===== src/rtl/boron_key_schedule_seq_if.sv =====
// Handshake bundle for the BORON key-schedule engine: master-key input side
// and round-key output side. The master modport is the producer/consumer; slave is the engine.
interface boron_key_schedule_seq_if #(
  parameter int KEY_W = 80
);
  logic             key_valid;
  logic             key_ready;
  logic [KEY_W-1:0] key_in;
  logic             key_dec;
  logic             rk_valid;
  logic             rk_ready;
  logic [63:0]      rk_out;
  logic [4:0]       rk_idx;
  logic             rk_last;
  logic             busy;

  modport master (
    output key_valid, key_in, key_dec, rk_ready,
    input  key_ready, rk_valid, rk_out, rk_idx, rk_last, busy
  );

  modport slave (
    input  key_valid, key_in, key_dec, rk_ready,
    output key_ready, rk_valid, rk_out, rk_idx, rk_last, busy
  );
endinterface


===== src/rtl/boron_key_schedule_seq.sv =====
// Sequential BORON key schedule: accepts a master key and streams ROUNDS+1 round keys.
// Define BORON_KS_REVERSE_EN to compile in the round-key buffer and reverse (decryption) order.
module boron_key_schedule_seq #(
  parameter int KEY_W  = 80,
  parameter int ROUNDS = 25
) (
  input logic                     clk,
  input logic                     rst,
  boron_key_schedule_seq_if.slave ks
);

  if (!(KEY_W == 80 || KEY_W == 128)) begin : g_bad_key_w
    $error("boron_key_schedule_seq: KEY_W must be 80 or 128");
  end
  if (ROUNDS < 1 || ROUNDS > 31) begin : g_bad_rounds
    $error("boron_key_schedule_seq: ROUNDS must be in 1..31");
  end

  localparam logic [4:0] LAST_IDX = 5'(ROUNDS);

`ifdef BORON_KS_REVERSE_EN
  typedef enum logic [1:0] {IDLE = 2'd0, STREAM = 2'd1, FILL = 2'd2} state_t;
`else
  typedef enum logic [1:0] {IDLE = 2'd0, STREAM = 2'd1} state_t;
`endif

  state_t           state_q, state_d;
  logic [KEY_W-1:0] key_q, key_d;
  logic [4:0]       idx_q, idx_d;

`ifdef BORON_KS_REVERSE_EN
  logic             dec_q, dec_d;
  logic [63:0]      buf_q [0:ROUNDS];
  logic [63:0]      buf_d [0:ROUNDS];
`else
  logic             unused_key_dec;
  assign unused_key_dec = ks.key_dec;
`endif

  function automatic logic [3:0] s_box(input logic [3:0] x);
    logic [3:0] y;
    case (x)
      4'h0: y = 4'hE;  4'h1: y = 4'h4;  4'h2: y = 4'hB;  4'h3: y = 4'h1;
      4'h4: y = 4'h7;  4'h5: y = 4'h9;  4'h6: y = 4'hC;  4'h7: y = 4'hA;
      4'h8: y = 4'hD;  4'h9: y = 4'h2;  4'hA: y = 4'h0;  4'hB: y = 4'hF;
      4'hC: y = 4'h8;  4'hD: y = 4'h5;  4'hE: y = 4'h3;  default: y = 4'h6;
    endcase
    return y;
  endfunction

  // One key-state update: rotate left 13, S-box the low nibble(s), mix in the round number.
  function automatic logic [KEY_W-1:0] key_update(input logic [KEY_W-1:0] k,
                                                  input logic [4:0]       r);
    logic [KEY_W-1:0] t;
    t = {k[KEY_W-14:0], k[KEY_W-1:KEY_W-13]};
    t[3:0] = s_box(t[3:0]);
    if (KEY_W == 128) begin
      t[7:4] = s_box(t[7:4]);
    end
    t[63:59] = t[63:59] ^ r;
    return t;
  endfunction

  always_ff @(posedge clk) begin
    if (rst) begin
      state_q <= IDLE;
      key_q   <= '0;
      idx_q   <= '0;
`ifdef BORON_KS_REVERSE_EN
      dec_q   <= 1'b0;
      for (int i = 0; i <= ROUNDS; i++) begin
        buf_q[i] <= '0;
      end
`endif
    end else begin
      state_q <= state_d;
      key_q   <= key_d;
      idx_q   <= idx_d;
`ifdef BORON_KS_REVERSE_EN
      dec_q   <= dec_d;
      buf_q   <= buf_d;
`endif
    end
  end

  always_comb begin
    state_d = state_q;
    key_d   = key_q;
    idx_d   = idx_q;
`ifdef BORON_KS_REVERSE_EN
    dec_d   = dec_q;
    buf_d   = buf_q;
`endif
    case (state_q)
      IDLE: begin
        if (ks.key_valid) begin
          key_d = ks.key_in;
          idx_d = '0;
`ifdef BORON_KS_REVERSE_EN
          dec_d   = ks.key_dec;
          state_d = ks.key_dec ? FILL : STREAM;
`else
          state_d = STREAM;
`endif
        end
      end
`ifdef BORON_KS_REVERSE_EN
      // idx_q counts buffer writes here; it is left at ROUNDS so reverse streaming starts there.
      FILL: begin
        buf_d[idx_q] = key_q[KEY_W-1 -: 64];
        if (idx_q == LAST_IDX) begin
          state_d = STREAM;
        end else begin
          key_d = key_update(key_q, 5'(idx_q + 5'd1));
          idx_d = 5'(idx_q + 5'd1);
        end
      end
`endif
      STREAM: begin
        if (ks.rk_ready) begin
`ifdef BORON_KS_REVERSE_EN
          if (dec_q) begin
            if (idx_q == 5'd0) begin
              state_d = IDLE;
            end else begin
              idx_d = 5'(idx_q - 5'd1);
            end
          end else
`endif
          if (idx_q == LAST_IDX) begin
            state_d = IDLE;
            idx_d   = '0;
          end else begin
            key_d = key_update(key_q, 5'(idx_q + 5'd1));
            idx_d = 5'(idx_q + 5'd1);
          end
        end
      end
      default: state_d = IDLE;
    endcase
  end

  always_comb begin
    ks.key_ready = (state_q == IDLE);
    ks.busy      = (state_q != IDLE);
    ks.rk_valid  = (state_q == STREAM);
    ks.rk_idx    = idx_q;
`ifdef BORON_KS_REVERSE_EN
    ks.rk_out    = dec_q ? buf_q[idx_q] : key_q[KEY_W-1 -: 64];
    ks.rk_last   = (state_q == STREAM) && (dec_q ? (idx_q == 5'd0) : (idx_q == LAST_IDX));
`else
    ks.rk_out    = key_q[KEY_W-1 -: 64];
    ks.rk_last   = (state_q == STREAM) && (idx_q == LAST_IDX);
`endif
  end

endmodule


===== src/flat_wrapper.sv =====
// flat-port wrapper written by rule: the top's interface ports become plain ports
module boron_key_schedule_seq_flat 
#(
  parameter int KEY_W  = 80,
  parameter int ROUNDS = 25
)
  (clk, rst, ks_key_valid, ks_key_in, ks_key_dec, ks_rk_ready, ks_key_ready, ks_rk_valid, ks_rk_out, ks_rk_idx, ks_rk_last, ks_busy);
  boron_key_schedule_seq_if #(.KEY_W(KEY_W)) ks_i ();
  input logic clk;
  input logic rst;
  input wire logic [$bits(ks_i.key_valid)-1:0] ks_key_valid;
  input wire logic [$bits(ks_i.key_in)-1:0] ks_key_in;
  input wire logic [$bits(ks_i.key_dec)-1:0] ks_key_dec;
  input wire logic [$bits(ks_i.rk_ready)-1:0] ks_rk_ready;
  output wire logic [$bits(ks_i.key_ready)-1:0] ks_key_ready;
  output wire logic [$bits(ks_i.rk_valid)-1:0] ks_rk_valid;
  output wire logic [$bits(ks_i.rk_out)-1:0] ks_rk_out;
  output wire logic [$bits(ks_i.rk_idx)-1:0] ks_rk_idx;
  output wire logic [$bits(ks_i.rk_last)-1:0] ks_rk_last;
  output wire logic [$bits(ks_i.busy)-1:0] ks_busy;
  assign ks_i.key_valid = ks_key_valid;
  assign ks_i.key_in = ks_key_in;
  assign ks_i.key_dec = ks_key_dec;
  assign ks_i.rk_ready = ks_rk_ready;
  assign ks_key_ready = ks_i.key_ready;
  assign ks_rk_valid = ks_i.rk_valid;
  assign ks_rk_out = ks_i.rk_out;
  assign ks_rk_idx = ks_i.rk_idx;
  assign ks_rk_last = ks_i.rk_last;
  assign ks_busy = ks_i.busy;
  boron_key_schedule_seq #(.KEY_W(KEY_W), .ROUNDS(ROUNDS)) u_core (.clk(clk), .rst(rst), .ks(ks_i));
endmodule

===== config.mk =====
export PLATFORM = sky130hd
export DESIGN_NAME = boron_key_schedule_seq_flat
export DESIGN_NICKNAME = d
export VERILOG_FILES = /design/src/rtl/boron_key_schedule_seq_if.sv /design/src/rtl/boron_key_schedule_seq.sv /design/src/flat_wrapper.sv
export SDC_FILE = /design/constraint.sdc
export NUM_CORES = 1
export LEC_CHECK = 0
export ABC_AREA = 1
export CAP_MARGIN = 20
export CELL_PAD_IN_SITES_DETAIL_PLACEMENT = 0
export CELL_PAD_IN_SITES_GLOBAL_PLACEMENT = 1
export CORE_MARGIN = 1
export CORE_UTILIZATION = 34
export DETAILED_ROUTE_END_ITERATION = 16
export PLACE_DENSITY_LB_ADDON = 0.1
export REMOVE_ABC_BUFFERS = 1
export SYNTH_ARGS = -nofsm -noshare
export SYNTH_HDL_FRONTEND = slang
export SYNTH_SLANG_ARGS = --single-unit

===== constraint.sdc =====
create_clock -name clk -period 4.1 [get_ports clk]
set_input_delay 1.025 -clock clk [delete_from_list [all_inputs] [get_ports clk]]
set_output_delay 1.025 -clock clk [all_outputs]
set_load 0.05 [all_outputs]

### Yosys cells after proc, flatten, opt, wreduce, memory -nomap -nowiden

Memories as Yosys holds them, arrays and structs flattened. A register that Yosys moved wholly into a read port is not among the register bits.
Cells that the tools add are included.

| operators by class | value |
|---|---|
| add/sub/neg operators | 1 |
| eq/ne operators | 6 |
| muxes and demuxes | 14 |
| bitwise gates (word level) | 1 |
| reduce and logical (&&, ||, !) cells | 7 |

Operators by type and width:

| operator | count |
|---|---|
| $mux 80 | 3 |
| $pmux 80 s2 | 1 |
| $mux 5 | 3 |
| $pmux 5 s2 | 1 |
| $mux 4 | 2 |
| $mux 2 | 3 |
| $ne 2x2->1 const B | 3 |
| $reduce_and 3->1 | 2 |
| $add 5x1->5 const B | 1 |
| $eq 5x5->1 const B | 1 |
| $xor 5x5->5 | 1 |
| $pmux 2 s2 | 1 |
| $reduce_and 4->1 | 1 |
| $reduce_bool 2->1 | 2 |
| $eq 2x1->1 const B | 1 |
| $logic_not 2->1 | 1 |
| $ne 2x1->1 const B | 1 |
| $logic_and 1x1->1 | 1 |

| storage, ports and cells | value |
|---|---|
| flip-flop bits (word level) | 87 |
| ROM bits | 64 |
| input bits | 85 |
| output and inout port bits | 73 |
| memories kept | 1 |

Memories:

| name | words | width | read ports | clocked after memory_dff | wr ports | RTL line | source |
|---|---|---|---|---|---|---|---|
| (no name shown) | 16 | 4 | 1 | 1 | 0 | boron_key_schedule_seq.sv:42 | `case (x)` |

### Depth between registers and ports, before layout

| logic depth | value |
|---|---|
| depth after elaboration | 7 |
| gate-level depth with buffers | 16 |
| depth with buffers taken out | 16 |

### Worst setup path before layout

OpenSTA, ideal clock, no wires.

| timing | value |
|---|---|
| path type | flip-flop to output port |
| start point | register u_core.idx_q[0] (netlist: u_core.ks.rk_idx[0]) |
| end point | output ks_rk_last |
| arrival | 1.613 ns |
| data required time | 3.075 ns |
| setup slack | 1.462 ns |
| cell stages (with the launch flop) | 6 |
| path buffers | 0 |
| cells stage by stage | dfxtp_1 > ha_1 > nand2_1 > inv_1 > nand3_2 > inv_1 |

| on the way | value |
|---|---|
| cells in the longest elaborated chain, start to end | 2 |

Ends and longest elaborated chain:

| item | RTL line | source |
|---|---|---|
| from (decl) | boron_key_schedule_seq.sv:29 | `logic [4:0] idx_q, idx_d;` |
| from (signal assigned) | boron_key_schedule_seq.sv:78 | `idx_q <= idx_d;` |
| $eq 5x5->1 | boron_key_schedule_seq.sv:153 | `ks.rk_last = (state_q == STREAM) && (idx_q == LAST_IDX);` |
| $logic_and 1x1->1 | boron_key_schedule_seq.sv:153 |  |
| to (decl) | flat_wrapper.sv:19 | `output wire logic [$bits(ks_i.rk_last)-1:0] ks_rk_last;` |

No other way between the ends.

### Worst setup path after layout

Ends and elaborated chain as after synthesis.

==> impl_metrics.yaml <==
synthesis:
  synth_area_leaders: "dfxtp_1 40%, nand2_1 16%, buf_4 11%"
  synthArstFlopShare_pct: 0
  synth_common_cells: "192 x nand2_1, 90 x dfxtp_1, 73 x a31oi_1"
  synth.ff_latch_count: 90
  synth_xor_xnor_area_share_pct: 1.544
  synth_top_family_by_area: "compound AO/OA/AOI/OAI gates"
  syn_area_per_cell_um2: 7.318
  synth_edf_count: 0
  yosys.area_share.adder_pct: 1.103
  netlist_instances: 620
  yosysTopAreaCellShare_pct: 39.71
  yosysMostFrequentCell: "nand2_1"
  synth_cell_types: 24
  synth_mux_area_share_pct: 0
  synthSimpleGateAreaFrac_pct: 19.42
  ys.flop_type: "dfxtp_1"
  synthesis.area_mm2: 0.004537
  yosys.area.top_type: "dfxtp_1"
  yosysWarningCount: 0
  synth-compound-area-share_pct: 20.57
  yosysSeqAreaShare_pct: 39.71
job:
  drv_cap: 0
setup_path:
  crit_slowest_cell: "clkdlybuf4s50_1"
  path_buf_inv: 3
  start_kind: "flip-flop"
  crit_arrival_ns: 2.31
  crit_required_ns: 3.07
  crit_path_max_incr_delay_ns: 0.80
  crit_path_frequent_cell: "inv_1"
  end_kind: "output port"
  critPathTopFamily: "buffers and inverters"
  cp_max_fo: 8
  crit_type: "flip-flop to output port"
  path_cells: "ha_1 > nand2_1 > inv_1 > nand3_2 > inv_1 > clkdlybuf4s50_1"
layout:
  n_antenna_cell: 0
  layout.nets: 775
  fill_cells: 1310
  final_core_util_pct: 46.31
  drive_gt1_share_pct: 4.209
  synthToLayoutAreaGrowth_pct: 30.92
  final_cells: 861
  final_cell_area_mm2: 0.005939
drt:
  dr.pass1.iters: 5
  dr.first_iter.drc_count: 273
  avgViaCountPerCell: 4.894
  wl_um: 12460
  via_count: 4214
  wl_per_cell_um: 14.47
  drc: 0
  drt.antenna.violating_nets: 0
cts:
  clockBufferDepth: 2
  postCtsHoldBufs: 0
  cts_sinks: 90
  cts_tree: "done"
  post_cts_buffers: 0
  cts_root_buffer: "clkbuf_16"
  numCtsBuffers: 9
  worstSkewPairLatency_ns: 0.35
  htree_num_levels: 3
  clk_pin_slew_worst_paths_ns: 0.06
  cts_resized: 0
placement:
  gp_congestion: 0.7872
  place_area_mm2: 0.005670
  place_inst: 847
  port_buffers: 156
  dp_hpwl_um: 8050
global_route:
  grt_pass1_vias: 3992
  antenna_found_initial: 0
  grt_overflow: 0
  grt_first_pass_wirelength_um: 20220
  grt_max_degree: 86
  track_usage_pct: 18.23
die:
  io_pins: 158
  initial_core_util_pct: 35.38
  core_area_mm2: 0.01282
  chipHeight_um: 117.5
  dieArea_mm2: 0.01381
  rows: 41
  fp.dieW_um: 117.5
power_and_ir_drop:
  p_leak_nw: 2.325
  peakVddDrop_mv: 0.3060
  powerDensity_mw_per_mm2: 420.1
  power_mw: 2.495
outcome:
  status: "completed"
sta:
  finalCritPeriodShare_pct: 81.26
  rsz0062_at_grt: "false"
  slew_headroom_pct: 38.83
  fin_worst_skew_ns: 0.007276
  setup_viol_count_final: 0
  drv_slew: 0
  tns_ns: 0
  fmax_ghz: 0.3001
  period_minus_slack_ns: 3.332
  hold_viol: 0
  tightest_slew_ns: 0.9176
min_path:
  min_path_type: "flip-flop to flip-flop"
[sequential cells by signal, indices dropped and copies added, names as in the netlist, named ones only]
signal	flops
u_core.state_q	1
u_core.key_q	80
u_core.ks.rk_idx	5
[stage by stage]
stage | setup slack, ns | hold WS [ns]
floorplan | -2.050 | 0.4472
global placement | 1.079 | 0.4488
detailed placement | 1.050 | 0.4551
CTS | 0.7500 | 0.4634
global route | 0.6861 | 0.4908
finish | 0.7681 | 0.4611
[logic make-up (layout without fill, tap and decap cells)]
family                     after synthesis  after routing
and+or+nand+nor                        220            220
adders and majority gates                4              4
AOI/OAI and AO/OA                      167            167
DFF                                     90             90
xor gates and xnor gates                 8              8
buffers and inverters                  131            200
[metal layers]
layer	vias up	wire [um]	track usage, %
met1	1954	5891	23.28
li1	2153	-	-
met2	96	5928	30.66
met5	-	0	0
met4	0	124	4.567
met3	11	513	4.506
[cells in the final DEF (no fill, tap or decap)]
cell type,instances
xnor2_1,3
a31oi_1,73
nand3_2,1
o21ai_0,40
nor2_1,1
clkinv_2,3
nand2_1,192
o221ai_1,1
inv_2,2
a21oi_1,11
clkbuf_16,10
nand4_1,1
o21a_1,1
inv_4,1
clkbuf_1,1
xor2_1,5
nand3_1,21
nor2_2,1
inv_1,20
buf_4,6
o21ai_1,41
buf_12,1
nand2_2,1
clkdlybuf4s50_1,156
dfxtp_4,1
nand2_4,2
ha_1,4
dfxtp_1,89
[worst reg2reg max path, delay by kind of cell, from the launching register on]
family          cells  cell delay, ns
buf+inv             4            1.68
simple gates        3            0.51
flops               1            0.37
compound gates      2            0.29
[power by group]
group	internal, mW	total (mW)	leakage, nW	switching, mW
sequential	0.960	1.02	0.746	0.0589
combinational	0.260	0.698	1.44	0.438
clock	0.438	0.778	0.136	0.340
[worst paths after layout]
check	slack [ns]	start	end	cells past startpoint
worst max-delay path	0.77	u_core.ks.rk_idx[0]	ks_rk_last	6
worst min-delay path	0.46	flip-flop	u_core.key_q[0]	2
worst min register to register	0.46	flip-flop	u_core.key_q[0]	2
worst max register to register	1.19	u_core.state_q[0]	u_core.key_q[74]	9
[layout make-up]
cell class	instances	area, um^2	area share [%]
tap	172	215.2	3.623
multi-input combinational	399	1934	32.57
inverter	23	88.84	1.496
timing repair buffer	163	1627	27.39
clock inverter	3	15.01	0.2528
clock buffer	11	254.0	4.276
sequential	90	1805	30.40
Note: power is estimated with default switching activity, not from simulation.
